$ cat src/rtl/zfoblock_sprite_fetch.sv
// Sprite fetch stage: maps raster position to a sprite-ROM address (with flip and
// animation frame), then returns palette index and hit flag two edges after sampling.
module zfoblock_sprite_fetch #(
    parameter int         SPR_W       = 64,
    parameter int         SPR_H       = 64,
    parameter int         FRAMES      = 4,
    parameter int         ADDR_W      = 14,
    parameter int         FRAME_TICKS = 6,
    parameter logic [3:0] TRANSP_IDX  = 4'h0
) (
    input  logic                      Clk,
    input  logic                      Reset_n,
    input  logic                      frame_start,
    input  logic                      pix_valid,
    input  logic [9:0]                DrawX,
    input  logic [9:0]                DrawY,
    input  logic [9:0]                SprX,
    input  logic [9:0]                SprY,
    input  logic                      flip,
    input  logic                      anim_go,
    output logic [ADDR_W-1:0]         rom_addr,
    input  logic [3:0]                rom_data,
    output logic [3:0]                pal_index,
    output logic                      hit,
    output logic                      out_valid,
    output logic                      anim_busy,
    output logic [$clog2(FRAMES)-1:0] anim_frame
);

    localparam int LX_W = $clog2(SPR_W);
    localparam int LY_W = $clog2(SPR_H);
    localparam int FR_W = $clog2(FRAMES);
    localparam int TK_W = (FRAME_TICKS > 1) ? $clog2(FRAME_TICKS) : 1;

    localparam logic [10:0]     SPR_W11   = 11'(SPR_W);
    localparam logic [10:0]     SPR_H11   = 11'(SPR_H);
    localparam logic [LX_W-1:0] LX_MAX    = LX_W'(SPR_W - 1);
    localparam logic [FR_W-1:0] FR_LAST   = FR_W'(FRAMES - 1);
    localparam logic [TK_W-1:0] TICK_LAST = TK_W'(FRAME_TICKS - 1);

    typedef enum logic {S_IDLE, S_PLAY} state_t;

    state_t          r_state, w_state_nxt;
    logic [TK_W-1:0] r_tick, w_tick_nxt;
    logic [FR_W-1:0] r_frame, w_frame_nxt;

    logic [9:0]      r_spr_x, r_spr_y;
    logic            r_flip;

    logic [10:0]     w_dx, w_dy;
    logic [LX_W-1:0] w_lx;
    logic            w_inside;
    logic [ADDR_W-1:0] w_addr;

    logic            r_inside_p1, r_vld_p1;
    logic            r_inside_p2, r_vld_p2;

    // Shadow position/flip only move at frame_start so a sprite cannot tear mid-frame.
    always_ff @(posedge Clk) begin
        if (!Reset_n) begin
            r_spr_x <= '0;
            r_spr_y <= '0;
            r_flip  <= 1'b0;
        end else if (frame_start) begin
            r_spr_x <= SprX;
            r_spr_y <= SprY;
            r_flip  <= flip;
        end
    end

    // Stage 0: negative offsets wrap to large 11-bit values and fall outside the box.
    always_comb begin
        w_dx     = {1'b0, DrawX} - {1'b0, r_spr_x};
        w_dy     = {1'b0, DrawY} - {1'b0, r_spr_y};
        w_inside = pix_valid & (w_dx < SPR_W11) & (w_dy < SPR_H11);
        w_lx     = r_flip ? (LX_MAX - w_dx[LX_W-1:0]) : w_dx[LX_W-1:0];
        w_addr   = w_inside ? {r_frame, w_dy[LY_W-1:0], w_lx} : '0;
    end

    always_ff @(posedge Clk) begin
        if (!Reset_n) begin
            rom_addr    <= '0;
            r_inside_p1 <= 1'b0;
            r_vld_p1    <= 1'b0;
            r_inside_p2 <= 1'b0;
            r_vld_p2    <= 1'b0;
            pal_index   <= TRANSP_IDX;
            hit         <= 1'b0;
            out_valid   <= 1'b0;
        end else begin
            rom_addr    <= w_addr;
            r_inside_p1 <= w_inside;
            r_vld_p1    <= pix_valid;
            // Stage 1: ROM read in flight, control delayed to match.
            r_inside_p2 <= r_inside_p1;
            r_vld_p2    <= r_vld_p1;
            // Stage 2: ROM data captured into palette outputs.
            pal_index   <= r_inside_p2 ? rom_data : TRANSP_IDX;
            hit         <= r_inside_p2 & (rom_data != TRANSP_IDX);
            out_valid   <= r_vld_p2;
        end
    end

    always_ff @(posedge Clk) begin
        if (!Reset_n) begin
            r_state <= S_IDLE;
            r_tick  <= '0;
            r_frame <= '0;
        end else begin
            r_state <= w_state_nxt;
            r_tick  <= w_tick_nxt;
            r_frame <= w_frame_nxt;
        end
    end

    // A frame_start coinciding with anim_go in IDLE is deliberately not counted.
    always_comb begin
        w_state_nxt = r_state;
        w_tick_nxt  = r_tick;
        w_frame_nxt = r_frame;
        case (r_state)
            S_IDLE: begin
                if (anim_go) begin
                    w_state_nxt = S_PLAY;
                    w_tick_nxt  = '0;
                    w_frame_nxt = '0;
                end
            end
            S_PLAY: begin
                if (frame_start) begin
                    if (r_tick == TICK_LAST) begin
                        w_tick_nxt = '0;
                        if (r_frame == FR_LAST) begin
                            w_state_nxt = S_IDLE;
                            w_frame_nxt = '0;
                        end else begin
                            w_frame_nxt = r_frame + 1'b1;
                        end
                    end else begin
                        w_tick_nxt = r_tick + 1'b1;
                    end
                end
            end
            default: w_state_nxt = S_IDLE;
        endcase
    end

    always_comb begin
        anim_busy  = (r_state == S_PLAY);
        anim_frame = r_frame;
    end

endmodule
$ cat config.mk
export PLATFORM = sky130hd
export DESIGN_NAME = zfoblock_sprite_fetch
export DESIGN_NICKNAME = d
export VERILOG_FILES = /design/src/rtl/zfoblock_sprite_fetch.sv
export SDC_FILE = /design/constraint.sdc
export NUM_CORES = 1
export LEC_CHECK = 0
export ABC_AREA = 1
export CORE_UTILIZATION = 50
export CTS_CLUSTER_SIZE = 24
export DETAILED_ROUTE_END_ITERATION = 7
export PLACE_DENSITY = 0.85
export SYNTH_ARGS = -nofsm -noshare
export SYNTH_HDL_FRONTEND = slang
export SYNTH_SLANG_ARGS = --single-unit
$ cat constraint.sdc
create_clock -name Clk -period 2.5 [get_ports Clk]
set_input_delay 0.5 -clock Clk [delete_from_list [all_inputs] [get_ports Clk]]
set_output_delay 0.5 -clock Clk [all_outputs]
set_load 0.005 [all_outputs]
==> metrics.md, run 1 <==
| Metric | Value |
|---|---|
| Die W | `78.9 µm` |
| Crit path arrival time | `2.64 ns` |
| CP required | `2.76 ns` |
| Tot Pwr | `1.94 mW` |
| First-pass GRT wire length | `10900 µm` |
| Number of synthesized flops with an enable pin | `0` |
| Buf+Inv Stages, Crit Path | `4` |
| Register bit count reported by yosys | `51` |
| PortBufs | `72` |
| Critical Path Start Type | `input pin` |
| Row count | `27` |
| Die Span Y | `78.9 µm` |
| # diodes | `0` |
| Vias per cell | `4.91` |
| Vias in the first global route | `2592` |
| DR iter-0 viols | `79` |
| Mapped cell area | `2950 µm²` |
| Endpoints failing setup | `0` |
| Final Cycle Share | `95.1%` |
| Critical path endpoint category | `flip-flop` |
| Critical path type | `input pin to flip-flop` |
| Root Driver | `clkbuf_8` |
| Core area | `5610 µm²` |
| Drt total wl | `6610 µm` |
| Layout Skew | `0.0111 ns` |
| Non-Filler Instances | `557` |
| Min Clock Period, post-route | `2.38 ns` |
| Syn_area_per_cell | `7.33 µm²` |
| PwrDens | `496 nW/µm²` |
| VDD IR-drop max | `0.247 mV` |
| CTS tree | `yes` |
| Total CTS buffers | `5` |
| Hold/Removal Path Class | `flip-flop to flip-flop` |
| # DRC | `0` |
| Hold_buf cts | `0` |
| Final RePlAce weighted congestion | `0.878` |
| Top Ports | `73` |
| Fmax | `421 MHz` |
| DP Wirelength | `5110 µm` |
| Routed wl met3 | `281 µm` |
| Ys async rst share | `0%` |
| Pleak | `1.84 nW` |
| Reg-to-reg setup timing slack | `0.48 ns` |
| Clock transition at the registers of the reported paths | `0.10 ns` |
| Initial Util | `52.7%` |
| CTS H-tree lvls | `2` |
| Max cap viols | `0` |
| Initial antenna violation count | `0` |
| Via Count | `2737` |
| CTS Sinks | `51` |
| Largest net degree at the start of global routing | `40` |
| Slew @ Worst Pin | `0.401 ns` |
| Number of library cell types mapped by synthesis | `36` |
| Post-synthesis sequential area ratio | `34.6%` |
| Max FO, Critical Path | `15` |
| Slew headroom | `73.0%` |
| Die Area | `6220 µm²` |
| Highest routed metal layer | `met4` |
| Count of final max-slew check failures | `0` |
| Final #Nets | `557` |
| Synthesized instance count | `403` |
| RSZ-0062 raised after global routing | `false` |
| Dpl cells | `548` |
| Routed length per instance | `11.9 µm` |
| Max stage delay on crit path | `0.47 ns` |
| Critical path's top delay family | `buffers and inverters` |
| Area Growth Syn to Fin | `32.7%` |
| Skew-Pair Late Insertion Delay | `0.32 ns` |
| Final Hold Fails | `0` |
| Initial DRT Pass Iterations | `4` |
| Worst path slowest cell | `clkdlybuf4s50_1` |
| Status | `complete, no violations` |
| Share of cells above drive strength 1 | `10.7%` |
| CTS max path bufs | `2` |
| YS warnings | `0` |
| Antenna viol nets, final | `0` |
| Total Routing Usage GR | `22.5%` |
| Main synth FF type | `dfxtp_1` |
| Grt total ovfl | `0` |
| Met1 wire length | `2890 µm` |
| Net Count, Synth | `476` |
| WL met2 | `3320 µm` |
| Critical path cell sequence | `clkdlybuf4s50_1, inv_1, ha_2, fa_2, inv_2, nand3_1, nand3_2, nand2_1, nand2_1, nor2_1, nor2_4, nand2_2, nor2_4, nand3_4, buf_12, nor2_1` |
metrics by stage:
| stage | util [%] | hold slack, ns | instance area [µm²] | TNS (ns) | worst slack [ns] |
|---|---|---|---|---|---|
| CTS | 69.5 | 0.421 | 3890 | 0 | 0.00888 |
| global route | 69.9 | 0.437 | 3920 | 0 | 0.00156 |
| detailed placement | 67.8 | 0.396 | 3800 | -4.18 | -0.307 |
| floorplan | - | 0.390 | 2950 | 0 | 0.302 |
| global placement | 67.8 | 0.399 | 3800 | -2.93 | -0.208 |
| finish | 69.9 | 0.420 | 3920 | 0 | 0.123 |
placed cells by master (no fill, tap or decap), types with 3 or more instances in the layout:
master           count
a21oi_1             30
buf_4               10
clkbuf_8             5
clkdlybuf4s50_1     72
dfxtp_1             51
ha_1                20
inv_1               76
inv_2                3
nand2_1             81
nand2_2              4
nand3_1             15
nand3_2              3
nand4_1              3
nor2_1              34
nor2_4              12
o21ai_0             25
xnor2_1              5
xor2_1               9
metal layers:
metal  up-vias  global-route usage (%)
met1      1227                    26.1
met4         0                    8.91
li1       1423                       -
met5         -                       0
met3        13                    3.45
met2        74                    41.2
worst paths after layout:
| kind | start | endpoint | cells past startpoint |
|---|---|---|---|
| worst max-delay path | DrawX[0] | rom_addr[1] | 16 |
| worst min-delay path | r_vld_p2 | out_valid | 2 |
| worst max register to register | r_spr_y[0] | rom_addr[1] | 13 |
| worst min register to register | r_vld_p2 | out_valid | 2 |
worst register-to-register path: stages, from the launching register on:
cell	delay, ns
dfxtp_1	0.34
ha_1	0.21
fa_2	0.34
nand3b_1	0.16
nand2_1	0.11
nand2_1	0.08
nand3_1	0.09
nand2_1	0.06
nand2_1	0.05
nand2_1	0.08
nor2_4	0.10
nand3_4	0.08
buf_12	0.17
nor2_1	0.09
sequential cells by signal, indices dropped and copies added, names as in the netlist:
| register | flops |
|---|---|
| hit | 1 |
| rom_addr | 14 |
| r_vld_p2 | 1 |
| anim_frame | 2 |
| r_spr_x | 10 |
| out_valid | 1 |
| r_vld_p1 | 1 |
| r_inside_p2 | 1 |
| anim_busy | 1 |
| r_inside_p1 | 1 |
| r_flip | 1 |
| r_spr_y | 10 |
| r_tick | 3 |
| pal_index | 4 |
Yosys cell counts (2+ instances only):
master | n | share of area [%]
ha_1 | 21 | 8.9
dfxtp_1 | 51 | 35
clkbuf_1 | 7 | 0.89
o21ai_0 | 25 | 4.2
fa_1 | 2 | 1.4
nand3_2 | 2 | 0.68
nand2_1 | 81 | 10
inv_2 | 2 | 0.25
o21bai_1 | 2 | 0.51
a21oi_1 | 30 | 5.1
nor2_1 | 35 | 4.4
xor2_1 | 9 | 2.7
nand2_2 | 4 | 0.85
a31oi_1 | 2 | 0.42
nor2_4 | 12 | 4.6
nand4_1 | 3 | 0.64
inv_1 | 77 | 9.8
xnor2_1 | 5 | 1.5
nand3_1 | 16 | 2.7
where the power goes:
| part | internal (mW) | switching (mW) |
|---|---|---|
| clock network | 0.207 | 0.313 |
| logic | 0.253 | 0.312 |
| registers | 0.842 | 0.0162 |
| total | 1.30 | 0.642 |
cell families (layout without fill, tap and decap cells):
family | count (synthesis) | in the layout | share of synthesized area, %
simple gates | 161 | 161 | 26.8
flops | 51 | 51 | 34.6
compound gates | 66 | 66 | 12.5
xor+xnor | 14 | 14 | 4.15
buf+inv | 88 | 170 | 11.8
fa+ha+maj | 23 | 23 | 10.3
what timing repair did:
| action | in CTS | in global routing |
|---|---|---|
| buffers inserted | 0 | 1 |
| resized for setup | 0 | 6 |
| setup endpoints to repair | 0 | 15 |
area by class of cell:
class / instances / area [µm²]
fillers: 488 / 1690
multi-input cells: 264 / 1600
flip-flops and latches: 51 / 1020
repair buffers: 83 / 816
inverters: 79 / 297
well taps: 72 / 90.1
clock buffers: 5 / 68.8
clock inverters: 3 / 26.3
(Power assumes the default switching activity.)
==> run 2: changes to the inputs <==
--- a/config.mk
+++ b/config.mk
@@ -6,10 +6,12 @@
 export NUM_CORES = 1
 export LEC_CHECK = 0
 export ABC_AREA = 1
-export CORE_UTILIZATION = 50
+export CORE_UTILIZATION = 51
+export CTS_BUF_LIST = sky130_fd_sc_hd__clkbuf_4
 export CTS_CLUSTER_SIZE = 24
 export DETAILED_ROUTE_END_ITERATION = 7
-export PLACE_DENSITY = 0.85
+export PLACE_DENSITY = 0.86
+export RECOVER_POWER = 50
 export SYNTH_ARGS = -nofsm -noshare
 export SYNTH_HDL_FRONTEND = slang
 export SYNTH_SLANG_ARGS = --single-unit
==> constraint.sdc (replaced) <==
create_clock -name Clk -period 2.5 [get_ports Clk]
set_input_delay 0.5 -clock Clk [delete_from_list [all_inputs] [get_ports Clk]]
set_output_delay 0.5 -clock Clk [all_outputs]
set_load 0.05 [all_outputs]
==> run 2 against run 1 <==
Cell area is 0.70% lower. Non-clock buffer count is 2 lower. Final cell count is 0.36% lower. Count of clock-buffer cells in the layout stayed put. First-iteration DRC count is 47% higher. Via count is 1.2% higher. Total power is 4.6% lower.
==> metrics.md, run 2 (same netlist as run 1, synthesis figures left out) <==
| Metric | Value |
|---|---|
| CTS max path bufs | `2 (unchanged)` |
| CP Launch Point | `DrawY[0]` |
| Count of final max-slew check failures | `0 (unchanged)` |
| # diodes | `0 (unchanged)` |
| Vias in the first global route | `2708 (+4.5%)` |
| Drt total wl | `6710 µm (+1.4%)` |
| Die Span Y | `78.1 µm (-0.96%)` |
| Worst reg2reg endpoint | `rom_addr[12]` |
| Max cap viols | `0 (unchanged)` |
| Final RePlAce weighted congestion | `0.879 (+0.19%)` |
| Final Cell Area | `3890 µm² (-0.70%)` |
| Vias per cell | `4.99 (+1.6%)` |
| Switch share | `34.5% (+1.5 points)` |
| Internal power | `1.21 mW (-6.8%)` |
| RR Startpoint | `r_spr_y[0]` |
| Critical path capture point | `rom_addr[12]` |
| Biggest regs | `rom_addr (14), r_spr_x (10), r_spr_y (10)` |
| Via Count | `2770 (+1.2%)` |
| Fmax | `415 MHz (-1.3%)` |
| Critical path cell sequence | `clkdlybuf4s50_1, inv_1, ha_2, fa_2, nand3b_1, nand2_2, nand2_1, nand3_2, nand2_1, nand2_1, nand2_1, nor2_4, nand3_4, clkbuf_16, nor2_4` |
| P_sw | `640 µW (-0.30%)` |
| Core area | `5540 µm² (-1.2%)` |
| Initial Util | `53.3% (+0.64 points)` |
| Placed cell area | `3770 µm² (-0.79%)` |
| Row count | `27 (unchanged)` |
| R2R depth | `13 (unchanged)` |
| Final core occ | `70.2% (+0.36 points)` |
| Routed length per instance | `12.1 µm (+1.8%)` |
| CTS Sinks | `51 (unchanged)` |
| Hold/Removal Path Class | `flip-flop to flip-flop` |
| Gate power share | `31.2% (+2.1 points)` |
| Top cell by count, worst path | `nand2_1` |
| Buf+Inv Stages, Crit Path | `3 (-1)` |
| Max reg flops | `14 (unchanged)` |
| # DRC | `0 (unchanged)` |
| Clock power share | `22.5% (-4.3 points)` |
| Min Clock Period, post-route | `2.41 ns (+0.0314 ns)` |
| Top Ports | `73 (unchanged)` |
| Worst path slowest cell | `clkdlybuf4s50_1` |
| Pleak | `1.83 nW (-0.65%)` |
| Min-Delay Startpoint | `r_inside_p1` |
| Critical path endpoint category | `flip-flop` |
| Setup slack at placement | `-0.353 ns (-0.0464 ns)` |
| Area Growth Syn to Fin | `31.7%` |
| Hold_buf cts | `0 (unchanged)` |
| Reg-to-reg setup timing slack | `0.37 ns (-0.11 ns)` |
| Setup WS post-layout | `0.0914 ns (-0.0314 ns)` |
| Final Cycle Share | `96.3% (+1.3 points)` |
| Total CTS buffers | `5 (unchanged)` |
| Sequential Power Share | `46.4% (+2.2 points)` |
| Non-Filler Instances | `555 (-0.36%)` |
| Critical Path Start Type | `input pin` |
| Dpl cells | `544 (-0.73%)` |
| Clock transition at the registers of the reported paths | `0.15 ns (+0.05 ns)` |
| Die Area | `6100 µm² (-1.9%)` |
| Crit path depth | `15 (-1)` |
| Final #Nets | `555 (-0.36%)` |
| CTS H-tree lvls | `2 (unchanged)` |
| Skew-Pair Late Insertion Delay | `0.39 ns (+0.07 ns)` |
| Share of cells above drive strength 1 | `10.1% (-0.58 points)` |
| PwrDens | `476 nW/µm² (-4.0%)` |
| Most frequent cells in the layout | `nand2_1 (80), inv_1 (77), clkdlybuf4s50_1 (70)` |
| Initial antenna violation count | `0 (unchanged)` |
| Final Hold Fails | `0 (unchanged)` |
| Layout Skew | `0.0117 ns (+0.000634 ns)` |
| First-pass GRT wire length | `11200 µm (+3.0%)` |
| VDD IR-drop max | `0.247 mV (about the same)` |
| Hold Slack | `0.433 ns (+0.0123 ns)` |
| Crit path arrival time | `2.74 ns (+0.10 ns)` |
| Tot Pwr | `1.85 mW (-4.6%)` |
| Die W | `78.1 µm (-0.96%)` |
| Initial DRT Pass Iterations | `5 (+1)` |
| Critical path's top delay family | `simple AND/OR/NAND/NOR gates` |
| Slew headroom | `23.5% (-49 points)` |
| CTS tree | `yes` |
| Endpoints failing setup | `0 (unchanged)` |
| DR iter-0 viols | `116 (+47%)` |
| Setup TNS | `0 ns (unchanged)` |
| Antenna viol nets, final | `0 (unchanged)` |
| Most common cell after layout, fill and taps aside | `nand2_1` |
| Largest reg by FF count | `rom_addr` |
| Total Routing Usage GR | `23.1% (+0.63 points)` |
| DP Wirelength | `5060 µm (-0.89%)` |
| Max stage delay on crit path | `0.46 ns (about the same)` |
| Grt total ovfl | `0 (unchanged)` |
| CP required | `2.83 ns (+0.07 ns)` |
| Slew @ Worst Pin | `1.15 ns (+0.746 ns)` |
| Status | `complete, no violations` |
| Root Driver | `clkbuf_4` |
| Largest net degree at the start of global routing | `41 (+2.5%)` |
| Max FO, Critical Path | `7 (-8)` |
| PortBufs | `72 (unchanged)` |
| Critical path type | `input pin to flip-flop` |
## run 2: how the worst min path moves through the flow
| stage | slack (ns) | end | depth (start not counted) |
|---|---|---|---|
| 6_report | 0.43 | r_inside_p2 | 2 |
| 5_1_grt | 0.47 | out_valid | 2 |
| 4_1_cts | 0.43 | r_inside_p2 | 2 |
| 3_5_place_dp | 0.40 | r_inside_p2 | 2 |
| 3_3_place_gp | 0.40 | r_inside_p2 | 2 |
| 2_1_floorplan | 0.39 | out_valid | 2 |
## run 2: power groups by stage
stage / Sequential [mW] / Combinational (mW) / Clock (mW)
after floorplan: 0.883 / 0.385 / 0
after global placement: 0.875 / 0.543 / 0
after detailed placement: 0.877 / 0.562 / 0
after CTS: 0.859 / 0.567 / 0.419
after global routing: 0.864 / 0.646 / 0.459
final: 0.859 / 0.578 / 0.416
## run 2: cell type report
type / instances / area, µm²
Fill cell: 463 / 1650
Clock inverter: 3 / 28.8
Sequential cell: 51 / 1020
Inverter: 79 / 297
Tap cell: 72 / 90.1
Clock buffer: 5 / 37.5
Multi-Input combinational cell: 264 / 1600
Timing Repair Buffer: 81 / 815
## run 2: timing repair
action                                  in CTS  in global routing
endpoints found under the hold margin        0                  0
endpoints found under the setup margin       0                 15
buffers inserted                             0                  2
resized for setup                            0                  6
## run 2: layer usage
| layer | routed length (µm) | up-vias | track usage [%] |
|---|---|---|---|
| li1 | - | 1416 | - |
| met2 | 3560 | 91 | 43.9 |
| met3 | 320 | 12 | 4.19 |
| met1 | 2690 | 1251 | 24.5 |
| met5 | 0 | - | 0 |
| met4 | 129 | 0 | 10.7 |
## run 2: worst reg2reg max path, cell delays in order, from the launching register on
cell	delay, ns
dfxtp_1	0.36
ha_2	0.20
fa_2	0.40
nand3b_1	0.19
nand2_2	0.10
nand2_1	0.08
nand3_2	0.07
nand2_1	0.06
nand2_1	0.06
nand2_1	0.08
nor2_4	0.10
nand3_4	0.10
clkbuf_16	0.19
nor2_4	0.08
